==> src/rtl/ex_mul_div_unit.sv <==
// rtl/ex_mul_div_unit.sv - RV32M multi-cycle multiply/divide unit for the EX stage
package ex_mul_div_pkg;
  typedef enum logic [2:0] {
    MULf    = 3'd0,
    MULHf   = 3'd1,
    MULHSUf = 3'd2,
    MULHUf  = 3'd3,
    DIVf    = 3'd4,
    DIVUf   = 3'd5,
    REMf    = 3'd6,
    REMUf   = 3'd7
  } MUL_DIV_t;
endpackage

module ex_mul_div_unit
  import ex_mul_div_pkg::*;
(
  input  logic        clk,
  input  logic        rst_n,
  input  logic        start_i,
  input  MUL_DIV_t    func_i,
  input  logic [31:0] src0_i,
  input  logic [31:0] src1_i,
  input  logic        kill_i,
  output logic        busy_o,
  output logic        stall_o,
  output logic        done_o,
  output logic [31:0] result_o
);

  typedef enum logic [1:0] {IDLE, MUL, DIV, DONE} state_t;

  state_t      state_q, state_d;
  MUL_DIV_t    func_q, func_d;
  logic [31:0] op_a_q, op_a_d;
  logic [31:0] op_b_q, op_b_d;
  logic [31:0] rem_q, rem_d;
  logic [4:0]  cnt_q, cnt_d;
  logic        sign0_q, sign0_d;
  logic        sign1_q, sign1_d;
  logic [31:0] result_q, result_d;

  logic        in_is_div, in_signed_div, in_div0, in_ovf;
  logic [31:0] in_special;

  assign in_is_div     = func_i inside {DIVf, DIVUf, REMf, REMUf};
  assign in_signed_div = func_i inside {DIVf, REMf};
  assign in_div0       = (src1_i == 32'd0);
  assign in_ovf        = in_signed_div && (src0_i == 32'h8000_0000) && (src1_i == 32'hFFFF_FFFF);
  assign in_special    = in_div0 ? ((func_i inside {REMf, REMUf}) ? src0_i : 32'hFFFF_FFFF)
                                 : ((func_i == REMf) ? 32'd0 : 32'h8000_0000);

  // Low 64 bits of the product of 64-bit extended operands are correct for every signedness mix.
  logic        a_ext, b_ext;
  logic [63:0] mul_a, mul_b, prod;

  assign a_ext = (func_q != MULHUf) & op_a_q[31];
  assign b_ext = (func_q inside {MULf, MULHf}) & op_b_q[31];
  assign mul_a = {{32{a_ext}}, op_a_q};
  assign mul_b = {{32{b_ext}}, op_b_q};
  assign prod  = mul_a * mul_b;

  // op_a_q doubles as the dividend/quotient shift register while dividing.
  logic [32:0] shifted, diff;
  logic [31:0] quo_next, rem_next, quo_fix, rem_fix;
  logic        div_signed;

  assign shifted    = {rem_q, op_a_q[31]};
  assign diff       = shifted - {1'b0, op_b_q};
  assign quo_next   = {op_a_q[30:0], ~diff[32]};
  assign rem_next   = diff[32] ? shifted[31:0] : diff[31:0];
  assign div_signed = func_q inside {DIVf, REMf};
  assign quo_fix    = (div_signed && (sign0_q ^ sign1_q)) ? (32'd0 - quo_next) : quo_next;
  assign rem_fix    = (div_signed && sign0_q) ? (32'd0 - rem_next) : rem_next;

  always_comb begin
    state_d  = state_q;
    func_d   = func_q;
    op_a_d   = op_a_q;
    op_b_d   = op_b_q;
    rem_d    = rem_q;
    cnt_d    = cnt_q;
    sign0_d  = sign0_q;
    sign1_d  = sign1_q;
    result_d = result_q;

    case (state_q)
      IDLE: begin
        if (start_i) begin
          func_d  = func_i;
          sign0_d = src0_i[31];
          sign1_d = src1_i[31];
          cnt_d   = 5'd0;
          rem_d   = 32'd0;
          if (!in_is_div) begin
            op_a_d  = src0_i;
            op_b_d  = src1_i;
            state_d = MUL;
          end else if (in_div0 || in_ovf) begin
            result_d = in_special;
            state_d  = DONE;
          end else begin
            op_a_d  = (in_signed_div && src0_i[31]) ? (32'd0 - src0_i) : src0_i;
            op_b_d  = (in_signed_div && src1_i[31]) ? (32'd0 - src1_i) : src1_i;
            state_d = DIV;
          end
        end
      end
      MUL: begin
        result_d = (func_q == MULf) ? prod[31:0] : prod[63:32];
        state_d  = DONE;
      end
      DIV: begin
        op_a_d = quo_next;
        rem_d  = rem_next;
        cnt_d  = cnt_q + 5'd1;
        if (cnt_q == 5'd31) begin
          result_d = (func_q inside {DIVf, DIVUf}) ? quo_fix : rem_fix;
          state_d  = DONE;
        end
      end
      DONE:    state_d = IDLE;
      default: state_d = IDLE;
    endcase

    // A flush wins over everything, including a same-cycle request.
    if (kill_i) begin
      state_d  = IDLE;
      cnt_d    = 5'd0;
      result_d = result_q;
    end
  end

  always_ff @(posedge clk or negedge rst_n) begin
    if (!rst_n) begin
      state_q  <= IDLE;
      func_q   <= MULf;
      op_a_q   <= 32'd0;
      op_b_q   <= 32'd0;
      rem_q    <= 32'd0;
      cnt_q    <= 5'd0;
      sign0_q  <= 1'b0;
      sign1_q  <= 1'b0;
      result_q <= 32'd0;
    end else begin
      state_q  <= state_d;
      func_q   <= func_d;
      op_a_q   <= op_a_d;
      op_b_q   <= op_b_d;
      rem_q    <= rem_d;
      cnt_q    <= cnt_d;
      sign0_q  <= sign0_d;
      sign1_q  <= sign1_d;
      result_q <= result_d;
    end
  end

  assign busy_o   = (state_q != IDLE);
  assign stall_o  = ((state_q == IDLE) && start_i && !kill_i) || (state_q == MUL) || (state_q == DIV);
  assign done_o   = (state_q == DONE) && !kill_i;
  assign result_o = result_q;

endmodule

==> config.mk <==
export PLATFORM = sky130hd
export DESIGN_NAME = ex_mul_div_unit
export DESIGN_NICKNAME = d
export VERILOG_FILES = /design/src/rtl/ex_mul_div_unit.sv
export SDC_FILE = /design/constraint.sdc
export NUM_CORES = 2
export LEC_CHECK = 0
export CAP_MARGIN = 20
export CORE_UTILIZATION = 40
export CTS_CLUSTER_DIAMETER = 120
export DETAILED_ROUTE_END_ITERATION = 16
export DONT_BUFFER_PORTS = 1
export GPL_ROUTABILITY_DRIVEN = 0
export PLACE_DENSITY = 0.63
export SLEW_MARGIN = 20
export SYNTH_ARGS = -nofsm -noshare
export SYNTH_HDL_FRONTEND = slang
export SYNTH_SLANG_ARGS = --single-unit
==> constraint.sdc <==
create_clock -name clk -period 11.4 [get_ports clk]
set_input_delay 2.28 -clock clk [delete_from_list [all_inputs] [get_ports clk]]
set_output_delay 2.28 -clock clk [all_outputs]
set_load 0.1 [all_outputs]
==> run metrics <==
Overall Global Routing Usage=26.8%; H-tree depth=4; Starting Density=between 40% and 50%; Yosys top cell area share=45.2%; Final Cycle Share=84.1%; Iter 0 DRT Violations=~3800; multiplexer share of the synthesized area=less than 1%; worst hold path class=reg2reg; CP Max Fanout=32; CTS sink count=140; Area Growth Syn to Fin=4.43%; largest family of logic cells by synthesized area=adder cells; Area contributors post-synth=fa_1 45%, inv_1 8.6%, nand2_1 7.2%; Yosys top cell by area=fa_1; Hold Startpoint=cnt_q[4]$_DFFE_PN0P_; ys flop type=dfrtp_1; synth cell count leaders=1144 x inv_1, 1126 x fa_1, 962 x nand2_1; Die ar.=~130000 sq um; DR vias=approximately 40000; first-pass GRT wire length=256 mm; Worst Hold Depth=2; post_cts resized=0; gr ovfl total=0; Die Wd=355 microns; drc violations=0; Nets=~7000; CTS tree=yes; Post-Synth XOR/XNOR Area=3.48%; most frequent CP cell=fa_1; Pre-antenna DRT Iters=7; CTS root buf=clkbuf_16; Post-synth EDFFs=0; final HPWL from detailed placement=131 mm; vias in the first global route=between 40000 and 50000; Worst R2R Setup Slack=1.82 ns; DRT Wirelength=about 170 mm; routed len/inst=around 23 microns; sequential share of the synthesized area=7.03%; critical path capture point type=register; adder and majority cell fraction of the synthesized area=between 50 and 60%; CP peak stage delay=0.81 ns; Cells after Synth=5791; Area after DPL=51400 sq um; share of cells above drive strength 1=3.23%; max frequency=0.104 GHz; Final setup viols=0; Post-synth ARST share=100%; antenna violations before repair=12; post-route ant nets=0; RSZ-0062 raised after global routing=false; total number of yosys warnings=0; number of buffers inserted by port buffering=0; cell family with most CP delay=adder cells; CTS Buf Count=17; GR Util met3=5.22%; crit path time final=between 9 and 10 ns; most frequent cell after synthesis=inv_1; Final Cell Area=about 52000 sq um; Die Y=355 microns; complex-gate fraction of the synthesized area=9.74%; reg2reg path depth=28; vias per cell=5.61; # hold bufs at CTS=0; clk buf depth=2; total setup buffers inserted after CTS=0; Synth Register Bits=140; Setup Crit Path Kind=reg2reg; CP Data Required Time=11.70 ns; Critical R2R Launch=func_q[2]$_DFFE_PN0P_; largest net degree at the start of global routing=141; M2 GR Usage=43.7%; Mapped Area=49800 sq um; Pins Over Slew Limit=0; Slew headroom=24.1%; Post-Syn Area per Cell=8.60 sq um; Final Skew=0.0196 ns; clock insertion delay at the later pin of the skew report=0.47 ns; number of buffers and inverters on the critical path=5; status=finished clean; GR peak layer=met2; io pins=between 100 and 150; data arrival time of the critical path=slightly below 10 ns; Max-Cap Viols=0; Layout fillers=12390; Hold EP=cnt_q[4]$_DFFE_PN0P_; slowest CP cell=a2111oi_1; met1 global-route usage=33.5%; Startpoint Class=register; Rows=roughly 130; distinct cell type count after synthesis=78; setup tns final=0 ns; Worst Max-Slew Pin Slew=between 1 and 1.5 ns; Synth Area in Simple Gates=16.0%; post-synthesis net count=7246; Worst-path clk slew=0.07 ns; core area=124000 sq um; Fin. Hold Viols=0; reg2reg end=result_o[15]$_DFFE_PN0P_
## metrics by stage
stage	utilization [%]	hold slack, ns	setup WS (ns)	cells
floorplan	-	0.471	3.20	5791
global placement	41.5	0.520	1.86	7185
detailed placement	41.6	0.520	1.97	7186
CTS	42.1	0.533	1.95	7217
global route	42.1	0.566	1.40	7217
finish	42.1	0.550	1.82	7226
## cells by family after synthesis
group	count (synthesis)
muxes	39
buffers and inverters	1485
DFF	140
AOI/OAI and AO/OA	784
adders and majority gates	1384
and+or+nand+nor	1761
xor gates and xnor gates	198
## layer usage
metal | wire (microns) | up-vias
li1 | - | 17229
met1 | 62800 | 20807
met2 | 77400 | 1960
met3 | 14600 | 531
met4 | 11000 | 10
met5 | 67 | -
## worst register-to-register path, delay by kind of cell (launching register included)
kind	cells	cell delay, ns
flops	1	0.44
fa+ha+maj	9	4.68
xor+xnor	1	0.38
simple gates	7	1.14
compound gates	6	1.70
buf+inv	5	1.10
## state kept, by name, indices dropped and copies added (netlist names)
| name | count |
|---|---|
| cnt_q | 5 |
| func_q | 3 |
| op_a_q | 32 |
| op_b_q | 32 |
| rem_q | 32 |
| result_o | 32 |
| sign0_q | 1 |
| sign1_q | 1 |
| state_q | 2 |
## how the worst max path moves through the flow
| stage | end | from | depth (start not counted) |
|---|---|---|---|
| finish | result_o[15]$_DFFE_PN0P_ | func_q[2]$_DFFE_PN0P_ | 28 |
| global route | result_o[26]$_DFFE_PN0P_ | func_q[2]$_DFFE_PN0P_ | 30 |
| CTS | result_o[25]$_DFFE_PN0P_ | func_q[2]$_DFFE_PN0P_ | 28 |
| detailed placement | result_o[23]$_DFFE_PN0P_ | func_q[2]$_DFFE_PN0P_ | 27 |
| global placement | result_o[25]$_DFFE_PN0P_ | func_q[2]$_DFFE_PN0P_ | 28 |
| floorplan | result_o[30]$_DFFE_PN0P_ | op_a_q[31]$_DFFE_PN0P_ | 30 |
## area by class of cell
class | count | area, sq um | share of cell area [%]
inverter | 1146 | 4300 | 8.27
clock buffer | 19 | 443 | 0.851
sequential | 140 | 3510 | 6.74
tap | 1637 | 2050 | 3.94
clock inverter | 12 | 195 | 0.375
timing repair buffer | 97 | 736 | 1.41
antenna | 9 | 22.5 | 0.0433
multi-input combinational | 4166 | 40800 | 78.4
## placed cells by master (no fill, tap or decap), types with 35 or more instances in the layout
cell type and instances:
xnor2_1 115, nor2_1 239, fa_1 1125, and2_1 282, a31oi_1 35, a21oi_1 225
a21o_1 50, ha_1 257, inv_1 1144, nand3_1 46, xor2_1 83, dfrtp_1 138
o21ai_0 247, nand2_1 962, buf_4 96, nor3_1 55
Power is not shown: default switching activity piles up to over one toggle a cycle in this logic, so the estimate is an artifact.
